## src/rtl/char_writer.sv

```systemverilog
// char_writer: turns a terminal byte stream into writes to the 80x24 circular
// character buffer, tracking the cursor and scrolling by moving the first-char pointer.
module char_writer #(
  parameter int ROWS      = 24,
  parameter int COLS      = 80,
  parameter int ROW_BITS  = 5,
  parameter int COL_BITS  = 7,
  parameter int ADDR_BITS = 11,
  parameter int BUF_SIZE  = ROWS * COLS
) (
  input  logic                 clk,
  input  logic                 clr,
  input  logic [7:0]           in_data,
  input  logic                 in_valid,
  output logic                 in_ready,
  output logic [ADDR_BITS-1:0] buffer_waddr,
  output logic [7:0]           buffer_din,
  output logic                 buffer_wen,
  output logic [ADDR_BITS-1:0] buffer_first_char,
  output logic                 buffer_first_char_wen,
  output logic [ROW_BITS-1:0]  cursor_row,
  output logic [COL_BITS-1:0]  cursor_col
);

  localparam logic [ADDR_BITS:0]   BUF_SIZE_X = (ADDR_BITS+1)'(BUF_SIZE);
  localparam logic [ADDR_BITS-1:0] COLS_A     = ADDR_BITS'(COLS);
  localparam logic [ADDR_BITS-1:0] ONE_A      = ADDR_BITS'(1);
  localparam logic [ADDR_BITS-1:0] INIT_CNT   = ADDR_BITS'(BUF_SIZE - 1);
  localparam logic [ADDR_BITS-1:0] SCROLL_CNT = ADDR_BITS'(COLS - 2);
  localparam logic [ROW_BITS-1:0]  LAST_ROW   = ROW_BITS'(ROWS - 1);
  localparam logic [COL_BITS-1:0]  LAST_COL   = COL_BITS'(COLS - 1);
  localparam logic [7:0]           BLANK      = 8'h20;

  typedef enum logic [1:0] {S_INIT, S_IDLE, S_SCROLL} state_t;

  function automatic logic [ADDR_BITS-1:0] addr_add(input logic [ADDR_BITS-1:0] a,
                                                    input logic [ADDR_BITS-1:0] b);
    logic [ADDR_BITS:0] s;
    s = {1'b0, a} + {1'b0, b};
    if (s >= BUF_SIZE_X) s = s - BUF_SIZE_X;
    return s[ADDR_BITS-1:0];
  endfunction

  function automatic logic [ADDR_BITS-1:0] addr_sub(input logic [ADDR_BITS-1:0] a,
                                                    input logic [ADDR_BITS-1:0] b);
    logic [ADDR_BITS:0] s;
    s = {1'b0, a} - {1'b0, b};
    if (a < b) s = s + BUF_SIZE_X;
    return s[ADDR_BITS-1:0];
  endfunction

  state_t               state_q, state_d;
  logic                 in_ready_q, in_ready_d;
  logic                 wen_q, wen_d;
  logic [ADDR_BITS-1:0] waddr_q, waddr_d;
  logic [7:0]           din_q, din_d;
  logic [ADDR_BITS-1:0] fc_q, fc_d;
  logic                 fc_wen_q, fc_wen_d;
  logic [ROW_BITS-1:0]  row_q, row_d;
  logic [COL_BITS-1:0]  col_q, col_d;
  logic [ADDR_BITS-1:0] caddr_q, caddr_d;
  logic [ADDR_BITS-1:0] clr_ptr_q, clr_ptr_d;
  logic [ADDR_BITS-1:0] cnt_q, cnt_d;

  always_comb begin
    state_d    = state_q;
    in_ready_d = in_ready_q;
    wen_d      = 1'b0;
    waddr_d    = waddr_q;
    din_d      = din_q;
    fc_d       = fc_q;
    fc_wen_d   = 1'b0;
    row_d      = row_q;
    col_d      = col_q;
    caddr_d    = caddr_q;
    clr_ptr_d  = clr_ptr_q;
    cnt_d      = cnt_q;
    case (state_q)
      S_INIT, S_SCROLL: begin
        in_ready_d = 1'b0;
        wen_d      = 1'b1;
        waddr_d    = clr_ptr_q;
        din_d      = BLANK;
        clr_ptr_d  = addr_add(clr_ptr_q, ONE_A);
        if (cnt_q == '0) state_d = S_IDLE;
        else             cnt_d   = cnt_q - ONE_A;
      end
      S_IDLE: begin
        in_ready_d = 1'b1;
        if (in_valid && in_ready_q) begin
          if (in_data >= 8'h20 && in_data <= 8'h7E) begin
            wen_d   = 1'b1;
            waddr_d = caddr_q;
            din_d   = in_data;
            if (col_q != LAST_COL) begin
              col_d   = col_q + COL_BITS'(1);
              caddr_d = addr_add(caddr_q, ONE_A);
            end
          end else if (in_data == 8'h0D) begin
            col_d   = '0;
            caddr_d = addr_sub(caddr_q, ADDR_BITS'(col_q));
          end else if (in_data == 8'h08) begin
            if (col_q != '0) begin
              col_d   = col_q - COL_BITS'(1);
              caddr_d = addr_sub(caddr_q, ONE_A);
            end
          end else if (in_data == 8'h0A) begin
            caddr_d = addr_add(caddr_q, COLS_A);
            if (row_q != LAST_ROW) begin
              row_d = row_q + ROW_BITS'(1);
            end else begin
              // Old first line becomes the new bottom line; its first blank goes out now.
              fc_d       = addr_add(fc_q, COLS_A);
              fc_wen_d   = 1'b1;
              wen_d      = 1'b1;
              waddr_d    = fc_q;
              din_d      = BLANK;
              clr_ptr_d  = addr_add(fc_q, ONE_A);
              cnt_d      = SCROLL_CNT;
              in_ready_d = 1'b0;
              state_d    = S_SCROLL;
            end
          end
        end
      end
      default: state_d = S_INIT;
    endcase
  end

  always_ff @(posedge clk or posedge clr) begin
    if (clr) begin
      state_q    <= S_INIT;
      in_ready_q <= 1'b0;
      wen_q      <= 1'b0;
      waddr_q    <= '0;
      din_q      <= '0;
      fc_q       <= '0;
      fc_wen_q   <= 1'b0;
      row_q      <= '0;
      col_q      <= '0;
      caddr_q    <= '0;
      clr_ptr_q  <= '0;
      cnt_q      <= INIT_CNT;
    end else begin
      state_q    <= state_d;
      in_ready_q <= in_ready_d;
      wen_q      <= wen_d;
      waddr_q    <= waddr_d;
      din_q      <= din_d;
      fc_q       <= fc_d;
      fc_wen_q   <= fc_wen_d;
      row_q      <= row_d;
      col_q      <= col_d;
      caddr_q    <= caddr_d;
      clr_ptr_q  <= clr_ptr_d;
      cnt_q      <= cnt_d;
    end
  end

  assign in_ready              = in_ready_q;
  assign buffer_wen            = wen_q;
  assign buffer_waddr          = waddr_q;
  assign buffer_din            = din_q;
  assign buffer_first_char     = fc_q;
  assign buffer_first_char_wen = fc_wen_q;
  assign cursor_row            = row_q;
  assign cursor_col            = col_q;

endmodule

```

## config.mk

```make
export PLATFORM = sky130hd
export DESIGN_NAME = char_writer
export DESIGN_NICKNAME = d
export VERILOG_FILES = /design/src/rtl/char_writer.sv
export SDC_FILE = /design/constraint.sdc
export NUM_CORES = 1
export LEC_CHECK = 0
export ABC_AREA = 1
export CAP_MARGIN = 20
export CORE_MARGIN = 1
export CORE_UTILIZATION = 23
export DETAILED_ROUTE_END_ITERATION = 8
export GPL_TIMING_DRIVEN = 0
export PLACE_DENSITY = 0.44
export REMOVE_ABC_BUFFERS = 1
export SYNTH_ARGS = -nofsm -noshare
export SYNTH_HDL_FRONTEND = slang
export SYNTH_SLANG_ARGS = --single-unit
```

## constraint.sdc

```tcl
create_clock -name clk -period 3.45 [get_ports clk]
set_input_delay 0.5175 -clock clk [delete_from_list [all_inputs] [get_ports clk]]
set_output_delay 0.5175 -clock clk [all_outputs]
set_load 0.02 [all_outputs]
```

## After elaboration in Yosys (flattened, before gate mapping)

Cells that the tools add are included.

| storage, ports and cells | value |
|---|---|
| bits in registers | 80 |
| bits of input ports | 11 |
| word-level logic and storage cells | 154 |
| output and inout port bits | 45 |

| operators by class | value |
|---|---|
| eq/ne operators | 21 |
| bitwise gates (word level) | 4 |
| muxes and demuxes | 72 |
| order comparisons | 9 |
| reduce and logical (&&, ||, !) cells | 18 |
| $add $sub $neg | 18 |

Operators by type and width:

| operator | number |
|---|---|
| 11-bit two-way mux | 32 |
| 11-bit case mux with 2 select lines | 3 |
| 12-bit by 11-bit greater-or-equal comparator with 1-bit output (second input constant) | 5 |
| 11-bit subtractor (second input constant) | 5 |
| 8-bit two-way mux | 6 |
| 11-bit by 1-bit adder with 12-bit output (second input constant) | 3 |
| 7-bit two-way mux | 5 |
| 7-bit AND reduction | 4 |
| 11-bit by 7-bit adder with 12-bit output (second input constant) | 2 |
| 8-bit by 4-bit == test with 1-bit output (second input constant) | 3 |
| 11-bit adder (second input constant) | 2 |
| 11-bit by 1-bit subtractor with 11-bit output (second input constant) | 2 |
| 2-bit inequality test (second input constant) | 8 |
| 8-bit case mux with 2 select lines | 1 |
| 1-bit two-way mux | 15 |
| 2-bit two-way mux | 7 |
| 3-bit inequality test (second input constant) | 4 |
| 11-bit logical NOT | 1 |
| 11-bit by 1-bit less-than comparator with 1-bit output (second input constant) | 1 |
| 11-bit by 7-bit less-than comparator with 1-bit output | 1 |
| 11-bit by 7-bit subtractor with 11-bit output | 1 |
| 5-bit AND reduction | 2 |
| 8-bit by 6-bit greater-or-equal comparator with 1-bit output (second input constant) | 1 |
| 8-bit by 7-bit <= comparator with 1-bit output (second input constant) | 1 |
| other kinds (21) | 27 |

## Depth between registers and ports, before layout

| logic depth | value |
|---|---|
| depth after elaboration | 10 |
| mapped depth | 18 |
| mapped depth without buffers | 18 |

## Worst setup path before layout

No wires, ideal clock.

| timing | value |
|---|---|
| kind | reg-to-reg |
| start | register col_q[0] (netlist: cursor_col[0]) |
| end | register caddr_q[8] |
| setup slack | 0.938 ns |
| data arrival time | 2.400 ns |
| setup time | 0.113 ns |
| clock period less this slack | 2.512 ns |
| required time | 3.337 ns |
| stages on the path, launching flop included | 17 |
| buffers on the path | 0 |
| path through | dfrtp_1 > ha_1 > fa_1 > nand3b_1 > nand2_1 > nand3_1 > nand2_1 > nand2_1 > and2_1 > ha_1 > nand3_1 > nand2_1 > inv_1 > a21oi_1 > nand3_1 > nand2_1 > inv_1 |

| on the way | value |
|---|---|
| word-level cells in the longest chain between the ends | 5 |
| elaborated cells on any way between the ends | 11 |
| those cells by class | add/sub (2); order compare (1); eq/ne (3); mux (3); reduce/logical (2) |

RTL lines:

| item | RTL line | RTL |
|---|---|---|
| from (decl) | 60 | `logic [COL_BITS-1:0] col_q, col_d;` |
| from (signal assigned) | 153 | `col_q <= col_d;` |
| 11-bit by 7-bit subtractor with 11-bit output | 47 | `s = {1'b0, a} - {1'b0, b};` |
| 11-bit adder | 48 | `if (a < b) s = s + BUF_SIZE_X;` |
| 11-bit two-way mux | 48 |  |
| 11-bit two-way mux | 99 | `end else if (in_data == 8'h0D) begin` |
| 11-bit two-way mux | 91 | `if (in_data >= 8'h20 && in_data <= 8'h7E) begin` |
| to (signal assigned) | 154 | `caddr_q <= caddr_d;` |
| to (decl) | 61 | `logic [ADDR_BITS-1:0] caddr_q, caddr_d;` |

Parallel ways exist; a longest one is shown, timed or not.
A chain may end at the register's enable or synchronous reset.

## Worst setup path in the final report

| timing | value |
|---|---|
| start | register state_q[0] |
| end | register waddr_q[1] (netlist: buffer_waddr[1]) |

| on the way | value |
|---|---|
| word-level cells in the longest chain between the ends | 4 |
| elaborated cells on any way between the ends | 12 |
| those cells by class | eq/ne (7); mux (1); reduce/logical (4) |

RTL lines:

| item | RTL line | RTL |
|---|---|---|
| from (decl) | 52 | `state_t state_q, state_d;` |
| from (signal assigned) | 145 | `state_q <= state_d;` |
| 2-bit == test / 2-bit logical NOT (equally long branches) | 78 | `case (state_q)` |
| 2-bit OR reduction | 78 |  |
| 2-bit nonzero test (no source line) | n/a |  |
| 6-bit AND reduction (no source line) | n/a |  |
| to (signal assigned) | 148 | `waddr_q <= waddr_d;` |
| to (decl) | 55 | `logic [ADDR_BITS-1:0] waddr_q, waddr_d;` |

Parallel ways exist; a longest one is shown, timed or not.

==> results.md <==
- Startpoint types: flip-flop
- Crit Path Category: flip-flop to flip-flop
- Fillers: 2,816
- Multi-input logic area: 3440 um2
- Critical-path top delay cell: nor2_1
- WP data required: 3.72 ns
- DRC: 0
- Global-route wire length before repair: 28,700 um
- Vias per inst: 4.49
- Finished Core Util: 0.280
- Post-route cell area: 7060 um2
- Die Y: 162 um
- Arrival time worst endpoint: 3.37 ns
- Clock Skews: 0.0117 ns
- Synth Instances: 852
- Overflow after GRT: 0
- WL/cell: 14.0 um
- Normalized max-slew margin: 0.368
- Crit-path max cell delay: 0.73 ns
- Clock share of power: 0.264
- Synth Flop Type: dfrtp_1
- Root Buffer: clkbuf_16
- Reg power frac: 0.312
- Post-synth top area share: 0.280
- GP Congestion: 0.822
- Top cells by area, synth: dfrtp_1, nand2_1, nand3_1, inv_1, nor2_1
- Largest net degree at the start of global routing: 54
- Postcts setup bufs: 0
- Synth unique cells: 49
- Setup TNS: 0 ns
- Fmax: 322 MHz
- Worst skew pair latency: 0.35 ns
- Final wirelength: 17,100 um
- Cts bufs inserted: 9
- Worst slack at placement: -0.480 ns
- Core area: 25,200 um2
- Hold Crit Class: flip-flop to flip-flop
- Drt pass-1 iters: 5
- Gr usage total: 0.138
- I/O Pins: 56
- PwrDens: 565 nW/um2
- Num rows: 58
- CTS tree: yes
- Port bufs: 51
- Yosys top cell by area: dfrtp_1
- Synth async-reset ratio: 1.00
- Syn. warnings: 0
- CP Capture Type: flip-flop
- DIE AREA: 26,300 um2
- Register area: 1910 um2
- Final setup violation count: 0
- Cells along the critical path: inv_2, nor2_4, inv_1, buf_16, nor2_1, nand2_1, a31oi_1
- Combinational power share: 0.424
- Htree depth: 3
- Clock Path Buffers: 2
- Peak supply drop: 0.188 mV
- Nets@finish: 930
- Cells after DPL: 1,209
- MaxCap Viol Count: 0
- Mapped Avg Cell Area: 6.93 um2
- # diodes: 0
- Final hold viol count: 0
- Hold-fix buffers, CTS: 0
- CTS sink count: 76
- Final ANT Viol Nets: 0
- Vias in the first global route: 5,458
- Placed inst area: 6730 um2
- Status: finished clean
- Setup ws final: 0.345 ns
- Final Max Tran Viols: 0
- CTS resizes: 1
- Finished Layout Cells: 1,225
- RSZ-0062 raised after global routing: false
- Initial antenna violation count: 0
- Die width: 162 um
- Post-synth EDFFs: 0
- Psw: 0.00172 W
- Final worst path period share: 0.900
- Leak Pwr: 3.28 nW
- Shortest period the worst path allows: 3.10 ns
- Switch share: 0.432
- Sequential share of the synthesized area: 0.324
- Hpwl dp: 12,800 um
- P&R area growth vs syn: 19.5%
- Via Count: 5,496
- Fraction of layout cells with a size suffix above 1: 0.0693
- Synthesized cell area: 5910 um2
- Worst Path Max Fanout: 26
- Worst-Margin Slew: 0.944 ns
- Flops & latches, synth: 76
- Starting Density: 0.235
- Worst-path clk slew: 0.07 ns
- Drt initial violations: 281
- Internal power: 0.00226 W
## power groups by stage
stage,registers [W],logic [W],clock network (W)
after floorplan,0.00126,0.00115,0
after global placement,0.00127,0.00168,0
after detailed placement,0.00127,0.00169,0
after CTS,0.00125,0.00170,0.00109
after global routing,0.00127,0.00194,0.00111
final,0.00124,0.00169,0.00105
## logic make-up (layout without fill, tap and decap cells)
logic type | count (synthesis) | after routing | share of synthesized area
other cells | 1 | 4 | 0.000635
compound gates | 128 | 128 | 0.123
fa+ha+maj | 29 | 29 | 0.0627
simple gates | 441 | 441 | 0.330
xor+xnor | 43 | 43 | 0.0637
flops | 76 | 76 | 0.324
buf+inv | 134 | 174 | 0.0961
## final cells by class
type                            count  area share
Multi-Input combinational cell    645       0.488
Sequential cell                    76       0.271
Timing Repair Buffer               53      0.0801
Tap cell                          330      0.0585
Inverter                          105      0.0565
Clock buffer                       12      0.0409
Clock inverter                      4     0.00479
## placed cells by master, fill, tap and decap left out, types with 10 or more instances in the layout
master           instances
nand2_1                209
o21ai_0                 51
nand3_1                 86
inv_1                   95
dfstp_2                 10
nand4_1                 11
xor2_1                  31
a21oi_1                 31
clkdlybuf4s50_1         51
ha_1                    28
clkbuf_16               11
a31oi_1                 15
nor2_1                  95
xnor2_1                 12
dfrtp_1                 66
## flip-flops by register name (all words and copies together) (netlist names)
signal and flops:
buffer_waddr 11, caddr_q 11, clr_ptr_q 11, cnt_q 11
buffer_din 8, buffer_first_char 7, cursor_col 7, cursor_row 5
state_q 2, buffer_first_char_wen 1, buffer_wen 1, in_ready 1
## synth_stat cells, drive strengths merged, types with 12 or more instances
| library cell | count |
|---|---|
| dfrtp | 66 |
| ha | 28 |
| o21ai | 58 |
| nand3 | 89 |
| a31oi | 15 |
| xnor2 | 12 |
| buf | 21 |
| nor2 | 103 |
| nand2 | 216 |
| a21oi | 31 |
| xor2 | 31 |
| inv | 105 |
## worst max-delay path, delay by kind of cell (launching register included)
family / cells / cell delay (ns)
AO/OA/AOI/OAI: 1 / 0.21
buffers and inverters: 3 / 0.75
flip-flops: 1 / 0.65
AND/OR/NAND/NOR: 3 / 1.40
## worst paths after layout
check	startpoint	endpoint	slack (ns)	cells past startpoint
max in group asynchronous	clr	cnt_q[6]	2.33	3
max reg2reg	state_q[0]	buffer_waddr[1]	0.35	7
min in group asynchronous	clr	buffer_din[0]	0.50	2
max	state_q[0]	buffer_waddr[1]	0.35	7
min reg2reg	cnt_q[10]	cnt_q[10]	0.49	2
min	cnt_q[10]	cnt_q[10]	0.49	2
## stage by stage
stage,hold WS (ns),power [W]
after floorplan,0.462,0.00241
after global placement,0.478,0.00295
after detailed placement,0.482,0.00296
after CTS,0.492,0.00404
after global routing,0.512,0.00432
final,0.487,0.00399
## routing by layer
| metal | share of wire | global-route usage |
|---|---|---|
| met1 | 0.51 | 0.192 |
| met2 | 0.46 | 0.224 |
| met3 | 0.023 | 0.0207 |
| met4 | 0.0091 | 0.0339 |
| met5 | 0 | 0 |
(Power assumes the default switching activity.)
